--- src/rtl/rv32i_seq_ctrl.sv ---
// Multi-cycle fetch/decode/execute/mem/writeback sequencer for the rv32i core.
// Optional trapping on illegal opcodes / misaligned targets: RV32I_TRAP_ILLEGAL_EN.
module rv32i_seq_ctrl #(
    parameter logic [31:0] RESET_PC = 32'h0000_0000
) (
    input  logic        clk,
    input  logic        rst,
    output logic        imem_req,
    output logic [31:0] imem_addr,
    input  logic        imem_ack,
    input  logic [31:0] imem_rdata,
    output logic [31:0] ir,
    input  logic [31:0] imm,
    input  logic [31:0] alu_result,
    input  logic        branch_taken,
    output logic        dmem_req,
    output logic        dmem_we,
    output logic [31:0] dmem_addr,
    input  logic        dmem_ack,
    output logic        reg_we,
    output logic [1:0]  wb_sel,
    output logic [31:0] pc,
    output logic        instret,
    output logic        trap
);
    typedef enum logic [2:0] {
        FETCH, DECODE, EXECUTE, MEM, WRITEBACK, TRAP
    } state_t;

    localparam logic [6:0] OP_LUI    = 7'b0110111;
    localparam logic [6:0] OP_AUIPC  = 7'b0010111;
    localparam logic [6:0] OP_JAL    = 7'b1101111;
    localparam logic [6:0] OP_JALR   = 7'b1100111;
    localparam logic [6:0] OP_BRANCH = 7'b1100011;
    localparam logic [6:0] OP_LOAD   = 7'b0000011;
    localparam logic [6:0] OP_STORE  = 7'b0100011;
    localparam logic [6:0] OP_IMM    = 7'b0010011;
    localparam logic [6:0] OP_OP     = 7'b0110011;

    state_t      state, state_nxt;
    logic [31:0] next_pc;
    logic [31:0] npc_calc;
    logic [6:0]  opcode;
    logic        is_load, is_store, is_jal, is_jalr, is_branch, writes_rd;

    assign opcode    = ir[6:0];
    assign is_load   = (opcode == OP_LOAD);
    assign is_store  = (opcode == OP_STORE);
    assign is_jal    = (opcode == OP_JAL);
    assign is_jalr   = (opcode == OP_JALR);
    assign is_branch = (opcode == OP_BRANCH);
    assign writes_rd = (opcode == OP_LUI) || (opcode == OP_AUIPC) || is_jal || is_jalr ||
                       (opcode == OP_IMM) || (opcode == OP_OP) || is_load;

    always_comb begin
        npc_calc = pc + 32'd4;
        if (is_jal)
            npc_calc = pc + imm;
        else if (is_jalr)
            npc_calc = alu_result & ~32'h1;
        else if (is_branch && branch_taken)
            npc_calc = pc + imm;
    end

`ifdef RV32I_TRAP_ILLEGAL_EN
    logic is_legal, misaligned;
    assign is_legal   = writes_rd || is_branch || is_store ||
                        (opcode == 7'b0001111) || (opcode == 7'b1110011);
    assign misaligned = (is_jal || is_jalr || (is_branch && branch_taken)) && npc_calc[1];
    assign trap       = (state == TRAP);
`else
    assign trap = 1'b0;
`endif

    always_ff @(posedge clk) begin
        if (rst) begin
            state     <= FETCH;
            pc        <= RESET_PC;
            ir        <= '0;
            dmem_addr <= '0;
            next_pc   <= '0;
        end else begin
            state <= state_nxt;
            if (state == FETCH && imem_ack)
                ir <= imem_rdata;
            if (state == EXECUTE) begin
                dmem_addr <= alu_result;
                next_pc   <= npc_calc;
            end
            if (state == WRITEBACK)
                pc <= next_pc;
        end
    end

    // Every strobe is masked by rst so an outstanding request drops in the reset cycle.
    always_comb begin
        state_nxt = state;
        imem_req  = 1'b0;
        dmem_req  = 1'b0;
        dmem_we   = 1'b0;
        reg_we    = 1'b0;
        instret   = 1'b0;
        case (state)
            FETCH: begin
                imem_req = !rst;
                if (imem_ack)
                    state_nxt = DECODE;
            end
            DECODE:
                state_nxt = EXECUTE;
            EXECUTE: begin
                if (is_load || is_store)
                    state_nxt = MEM;
                else
                    state_nxt = WRITEBACK;
`ifdef RV32I_TRAP_ILLEGAL_EN
                if (!is_legal || misaligned)
                    state_nxt = TRAP;
`endif
            end
            MEM: begin
                dmem_req = !rst;
                dmem_we  = !rst && is_store;
                if (dmem_ack)
                    state_nxt = WRITEBACK;
            end
            WRITEBACK: begin
                reg_we    = !rst && writes_rd && (ir[11:7] != 5'd0);
                instret   = !rst;
                state_nxt = FETCH;
            end
            TRAP:
                state_nxt = TRAP;
            default:
                state_nxt = FETCH;
        endcase
    end

    always_comb begin
        wb_sel = 2'd0;
        if (is_load)
            wb_sel = 2'd1;
        else if (is_jal || is_jalr)
            wb_sel = 2'd2;
    end

    assign imem_addr = pc;

endmodule
--- config.mk ---
export PLATFORM = sky130hd
export DESIGN_NAME = rv32i_seq_ctrl
export DESIGN_NICKNAME = d
export VERILOG_FILES = /design/src/rtl/rv32i_seq_ctrl.sv
export SDC_FILE = /design/constraint.sdc
export NUM_CORES = 1
export LEC_CHECK = 0
export ABC_CLOCK_PERIOD_IN_PS = 4000
export CAP_MARGIN = 20
export CORE_UTILIZATION = 49
export CTS_BUF_LIST = sky130_fd_sc_hd__clkbuf_4
export CTS_CLUSTER_SIZE = 8
export DETAILED_ROUTE_END_ITERATION = 16
export HOLD_SLACK_MARGIN = 0.12
export PLACE_DENSITY = 0.92
export SYNTH_ARGS = -nofsm -noshare
export SYNTH_HDL_FRONTEND = slang
export SYNTH_SLANG_ARGS = --single-unit
--- constraint.sdc ---
create_clock -name clk -period 4 [get_ports clk]
set_input_delay 0.8 -clock clk [delete_from_list [all_inputs] [get_ports clk]]
set_output_delay 0.8 -clock clk [all_outputs]
set_load 0.02 [all_outputs]
==> results.tsv, run 1 <==
stage	metric	value	unit
worst_setup_path	arrival time at the worst endpoint	2830	ps
global_routing	first-pass GRT wire length	40800	µm
clock_tree	clock sink count	131	
global_routing	largest net degree at the start of global routing	57	
worst_setup_path	critical path class	reg2out	
hold_path	Worst Hold Endpoint	imem_addr[7]	
pwr	Switching Share	0.302	
sta	highest clock rate	0.276	GHz
global_routing	GRT Total Usage	0.315	
place	Final HPWL DP	19200	µm
die	I/O pin total	237	
logic_synthesis	cell area after synthesis	0.00790	mm²
global_routing	total gr overflow	0	
clock_tree	Clock H-tree levels	4	
logic_synthesis	Syn Nets	1215	
logic_synthesis	Synth Instances	1081	
run_status	status	completed	
flow_run	Max Cap Viol	0	
logic_synthesis	sequential area share after synthesis	0.332	
die	row count	46	
hold_path	Hold Crit Class	reg2reg	
final_layout	Layout Nets	1382	
logic_synthesis	Yosys cell types	69	
pwr	Switch Pwr	0.834	mW
clock_tree	number of gates resized after CTS	0	
detailed_routing	DR pass1 iterations	5	
clock_tree	CTS clk-pin slew, worst paths	130	ps
place	GPL Wtd Cong	0.959	
sta	Tightest Pin Transition	1060	ps
die	Core Region	0.0158	mm²
clock_tree	# Post-CTS Setup Buffers	0	
detailed_routing	drt total wl	26300	µm
sta	Final period util	0.907	
sta	Final Setup Violations	0	
global_routing	antenna violations before repair	0	
worst_setup_path	worst r2r dst	next_pc[21]	
worst_setup_path	CP required	3200	ps
pwr	Comb pwr share	0.168	
detailed_routing	Antenna Violating Nets Remaining	0	
sta	setup TNS	0	ps
logic_synthesis	EDFF count, synth	0	
die	die height	129	µm
clock_tree	CTS buffer count	17	
sta	RSZ-0062 raised after global routing	no	
die	Die Area	0.0166	mm²
final_layout	diode count	0	
sta	final worst setup slack	370	ps
place	Inst Count DP	1445	
clock_tree	later-pin clock latency in the skew report	580	ps
clock_tree	CTS tree	done	
final_layout	Final Util	0.657	
logic_synthesis	FFs w/ async S/R, synth	0	
pwr	Pint	1.93	mW
worst_setup_path	CP top delay family	buffers and inverters	
worst_setup_path	slowest stage delay, CP	550	ps
sta	Slew Viols, Final	0	
die	Starting Density	0.499	
final_layout	layout cell share with drive strength beyond 1	0.0531	
detailed_routing	Routed wire per std cell	17.8	µm
worst_setup_path	Crit-path slowest cell	clkdlybuf4s50_1	
place	input/output buffers	235	
worst_setup_path	Crit. End Element	primary output	
worst_setup_path	Worst Setup Start Kind	flop	
detailed_routing	DRC viols	0	
pwr	Flop pwr share	0.497	
hold_path	Hold Path Depth	2	
logic_synthesis	yosys warns	0	
worst_setup_path	crit-path cells	nand3b_1, or2_1, inv_2, a211oi_1, nor2_1, clkdlybuf4s50_1	
detailed_routing	number of vias per cell	5.91	
pwr	Clock Power Share	0.336	
sta	Hold Vio Cnt, Final	0	
hold_path	Hold Startpoint	next_pc[7]	
worst_setup_path	worst r2r src	ir[4]	
place	Place WS	182	ps
die	Die W	129	µm
global_routing	vias in the first global route	8208	
pwr	leakage	3.73	nW
detailed_routing	via count	8727	
final_layout	Layout Cells excl Fill	1477	
sta	worst clock skew	24.2	ps
logic_synthesis	Post-synth top flop	dfxtp_1	
worst_setup_path	FF-to-FF path depth	9	
clock_tree	Hold Buf Count CTS	0	
final_layout	Area growth, synth to finish	31.6	%
sta	Slew HR	0.294	
clock_tree	clock tree root buffer cell	clkbuf_4	
pwr	pwr dens	266	mW/mm²
logic_synthesis	synthesized flop and latch total	131	
logic_synthesis	Avg Inst Size Synth	7.31	µm²
clock_tree	CTS max path bufs	2	
detailed_routing	Initial DRC Count	741	
worst_setup_path	Critical Path Fanout Max	18	
worst_setup_path	Bufs and invs on worst path	2	
worst_setup_path	Reg2Reg Setup Slack	840	ps
pwr	VDD IR max	0.268	mV
sta	crit path time final	3630	ps
==> registers in the layout (all words and copies together), names as in the netlist <==
| name | count |
|---|---|
| dmem_addr | 32 |
| imem_addr | 32 |
| ir | 32 |
| next_pc | 32 |
| state | 3 |
==> stage by stage <==
stage	cell area, µm²	total power [mW]	hold slack, ps
after floorplan	7900	1.63	415
after global placement	10100	1.85	426
after detailed placement	10100	1.86	439
after CTS	10400	2.77	456
after global routing	10400	2.87	470
final	10400	2.77	445
==> logic make-up after synthesis <==
logic type | share of synthesized area
buffers and inverters | 0.0720
AND/OR/NAND/NOR | 0.240
multiplexers | 0.00792
flip-flops | 0.332
adder cells (fa/ha/maj) | 0.0532
AO/OA/AOI/OAI | 0.246
other | 0.000474
XOR/XNOR | 0.0488
==> cells in the mapped netlist, drive strengths merged, types with 3 or more instances <==
cell type,instances,area share
nor2,68,0.032
clkbuf,55,0.026
a22oi,6,0.0057
nand4,12,0.0095
inv,12,0.0057
xor2,20,0.022
nand2,259,0.12
ha,32,0.051
a211oi,12,0.013
xnor2,24,0.027
o22ai,3,0.0024
and2,10,0.0079
o21ai,55,0.036
nand2b,4,0.0032
mux2i,4,0.0051
and4,9,0.010
dfxtp,131,0.33
o211ai,6,0.0063
nor3,18,0.012
a221oi,6,0.0066
o21bai,8,0.0076
nand3,19,0.012
nand3b,4,0.0038
a32o,3,0.0038
o21a,8,0.0076
and3,7,0.0055
a31oi,7,0.0055
a21o,16,0.015
or3,4,0.0032
o221ai,12,0.013
nor2b,3,0.0024
buf,47,0.040
a21oi,161,0.10
nor4,8,0.0071
==> worst reg2reg max path: cells and delay by family (launching register included) <==
kind | cells | cell delay, ps
DFF | 1 | 380
AOI/OAI and AO/OA | 2 | 220
and+or+nand+nor | 5 | 1780
buffers and inverters | 2 | 640
==> routing by layer <==
layer / track usage / wire length [µm] / vias to the layer above
met3: 0.0728 / 2460 / 63
met5: 0 / 0 / -
met2: 0.518 / 12400 / 505
met1: 0.397 / 10800 / 4063
li1: - / - / 4096
met4: 0.129 / 734 / 0
==> cells in the final DEF (no fill, tap or decap), types with 4 or more instances in the layout <==
master and n:
a21o_1 15, clkdlybuf4s50_1 234, nor2_1 68, a22oi_1 6, nand3b_1 4, dfxtp_1 131, nand4_1 12, nand3_1 19
ha_1 32, clkinvlp_4 4, xor2_1 20, and2_1 9, o221ai_1 12, and4_1 9, nor3_1 17, a221oi_1 6
o21ai_1 7, nand2_1 258, a211oi_1 9, and3_1 7, xnor2_1 24, or3_1 4, inv_1 11, o21ai_0 45
o21bai_1 8, nor4_1 7, clkbuf_4 17, nand2b_1 4, buf_4 16, a21oi_1 160, a31oi_1 7, mux2i_1 4
o211ai_1 5, o21a_1 8
==> worst max path at each step <==
stage	from	to	slack, ps	cells after the start
after global placement	imm[0]	next_pc[26]	220	11
final	ir[4]	reg_we	370	6
after global routing	ir[4]	reg_we	220	6
after floorplan	imm[0]	next_pc[26]	870	10
after CTS	ir[4]	reg_we	350	6
after detailed placement	imm[0]	next_pc[26]	180	11
==> layout make-up <==
type,count,area [µm²]
inverter,12,45.0
multi-input combinational,836,4720
clock buffer,17,128
fill,1298,5430
timing repair buffer,250,2460
sequential,131,2620
tap,216,270
clock inverter,15,156
==> power by group through the flow <==
stage / Combinational [mW] / Sequential, mW / Clock, mW
5_1_grt: 0.498 / 1.38 / 0.991
6_report: 0.464 / 1.37 / 0.929
3_3_place_gp: 0.450 / 1.40 / 0
2_1_floorplan: 0.190 / 1.44 / 0
4_1_cts: 0.461 / 1.37 / 0.934
3_5_place_dp: 0.457 / 1.40 / 0
No activity file was read; power rests on OpenSTA's default activity.
==> inputs of run 2 (changes only) <==
--- a/config.mk
+++ b/config.mk
@@ -12,7 +12,8 @@
 export CTS_CLUSTER_SIZE = 8
 export DETAILED_ROUTE_END_ITERATION = 16
 export HOLD_SLACK_MARGIN = 0.12
-export PLACE_DENSITY = 0.92
+export PLACE_DENSITY = 0.89
+export SKIP_LAST_GASP = 1
 export SYNTH_ARGS = -nofsm -noshare
 export SYNTH_HDL_FRONTEND = slang
 export SYNTH_SLANG_ARGS = --single-unit
==> run 2 against run 1 <==
  * Combinational power fell by 0.9%
  * Critical path depth did not move
  * Largest power group unchanged
  * First-iteration DRC count rose by 29%
  * Count of clock-buffer cells in the layout did not move
  * Non-clock buffer count fell by 1
  * Routed wire length fell by 1.3%
  * Final cell count did not move
  * Clock skew barely moved
==> results.tsv, run 2 (synthesized netlist as in run 1, its figures left out) <==
stage	metric	value	unit
die	I/O pin total	237	
clock_tree	CTS buffer count	17	
sta	highest clock rate	0.279	GHz
place	Final HPWL DP	19100	µm
worst_setup_path	critical path class	reg2out	
detailed_routing	DRC viols	0	
sta	Tightest Pin Transition	1040	ps
final_layout	Register Area	0.00262	mm²
place	Inst Count DP	1444	
final_layout	most common cell after layout, fill and taps aside	nand2_1	
die	Die W	129	µm
sta	Slew Viols, Final	0	
global_routing	GRT Total Usage	0.313	
hold_path	Hold Crit Class	reg2reg	
detailed_routing	drt total wl	26000	µm
clock_tree	number of gates resized after CTS	0	
global_routing	first-pass GRT wire length	40700	µm
sta	Hold WS	444	ps
pwr	VDD IR max	0.239	mV
die	row count	46	
global_routing	largest net degree at the start of global routing	84	
sta	Final Setup Violations	0	
clock_tree	later-pin clock latency in the skew report	590	ps
die	Die Area	0.0166	mm²
final_layout	layout cell share with drive strength beyond 1	0.0500	
detailed_routing	DR pass1 iterations	6	
pwr	Final Total Pwr	2.80	mW
final_layout	Layout Cells excl Fill	1477	
sta	RSZ-0062 raised after global routing	no	
sta	worst clock skew	24.7	ps
detailed_routing	Initial DRC Count	955	
detailed_routing	via count	8614	
place	GPL Wtd Cong	1.00	
final_layout	area occupied by multi-input gates	0.00472	mm²
sta	setup TNS	0	ps
detailed_routing	number of vias per cell	5.83	
final_layout	most frequent cells in the layout	nand2_1, clkdlybuf4s50_1, a21oi_1, dfxtp_1, nor2_1	
die	Starting Density	0.499	
pwr	pwr dens	269	mW/mm²
worst_setup_path	crit-path cells	nand3b_1, or2_1, inv_2, a211oi_1, nor2_1, clkdlybuf4s50_1	
final_layout	Final Util	0.657	
clock_tree	Hold Buf Count CTS	0	
sta	Slew HR	0.305	
final_layout	FILL cells	1346	
clock_tree	CTS clk-pin slew, worst paths	140	ps
global_routing	antenna violations before repair	1	
worst_setup_path	Crit-path slowest cell	clkdlybuf4s50_1	
die	die height	129	µm
global_routing	vias in the first global route	7922	
final_layout	Area growth, synth to finish	31.6	%
sta	crit path time final	3590	ps
worst_setup_path	Crit. End Element	primary output	
worst_setup_path	Critical Path Fanout Max	18	
worst_setup_path	arrival time at the worst endpoint	2790	ps
detailed_routing	Antenna Violating Nets Remaining	0	
place	input/output buffers	235	
sta	Hold Vio Cnt, Final	0	
final_layout	Layout Nets	1381	
sta	Final period util	0.897	
detailed_routing	Routed wire per std cell	17.6	µm
hold_path	Hold Path Depth	2	
clock_tree	Clock H-tree levels	4	
global_routing	total gr overflow	0	
worst_setup_path	slowest stage delay, CP	540	ps
flow_run	Max Cap Viol	0	
run_status	status	completed	
die	Core Region	0.0158	mm²
clock_tree	CTS max path bufs	2	
worst_setup_path	CP required	3200	ps
worst_setup_path	FF-to-FF path depth	9	
clock_tree	clock sink count	131	
worst_setup_path	Worst Setup Start Kind	flop	
pwr	leakage	3.73	nW
clock_tree	# Post-CTS Setup Buffers	0	
clock_tree	clock tree root buffer cell	clkbuf_4	
clock_tree	CTS tree	done	
==> run 2: stage by stage <==
| stage | setup slack, ps | area, µm² |
|---|---|---|
| floorplan | 867 | 7900 |
| global placement | 264 | 10100 |
| detailed placement | 247 | 10100 |
| CTS | 412 | 10400 |
| global route | 211 | 10400 |
| finish | 410 | 10400 |
==> run 2: final timing paths <==
path	slack, ps	from	end
hold reg to reg	440	next_pc[20]	imem_addr[20]
hold / removal	440	next_pc[20]	imem_addr[20]
setup reg to reg	860	ir[6]	next_pc[21]
setup / recovery	410	ir[4]	reg_we
==> run 2: power by group <==
group | total, mW | switching [mW] | internal, mW
clock network | 0.968 | 0.542 | 0.426
logic | 0.460 | 0.245 | 0.214
registers | 1.37 | 0.0293 | 1.35
total | 2.80 | 0.817 | 1.99
==> run 2: layer usage <==
layer	vias up	GRT usage	share of wire
li1	4091	-	-
met4	0	0.0879	0.017
met1	4052	0.411	0.42
met5	-	0	0
met3	47	0.0778	0.091
met2	424	0.510	0.47
==> run 2: area by class of cell <==
cell class / count / area share
multi-input cells: 836 / 0.453
flip-flops and latches: 131 / 0.252
repair buffers: 249 / 0.236
well taps: 216 / 0.0260
clock inverters: 15 / 0.0159
clock buffers: 17 / 0.0123
inverters: 12 / 0.00433
diodes: 1 / 0.000241
==> run 2: worst max-delay path: cells and delay by family (launching register included) <==
family,cells,cell delay (ps)
buffers and inverters,2,850
AND/OR/NAND/NOR,3,660
flip-flops,1,430
AO/OA/AOI/OAI,1,270
==> inputs of run 3 (changes only) <==
--- a/config.mk
+++ b/config.mk
@@ -6,13 +6,14 @@
 export NUM_CORES = 1
 export LEC_CHECK = 0
 export ABC_CLOCK_PERIOD_IN_PS = 4000
-export CAP_MARGIN = 20
+export CAP_MARGIN = 15
 export CORE_UTILIZATION = 49
 export CTS_BUF_LIST = sky130_fd_sc_hd__clkbuf_4
 export CTS_CLUSTER_SIZE = 8
 export DETAILED_ROUTE_END_ITERATION = 16
 export HOLD_SLACK_MARGIN = 0.12
 export PLACE_DENSITY = 0.89
+export SETUP_SLACK_MARGIN = 0.1
 export SKIP_LAST_GASP = 1
 export SYNTH_ARGS = -nofsm -noshare
 export SYNTH_HDL_FRONTEND = slang
==> results of run 3 <==
Same layout as run 2: the final DEF is identical, and so are final timing and power.
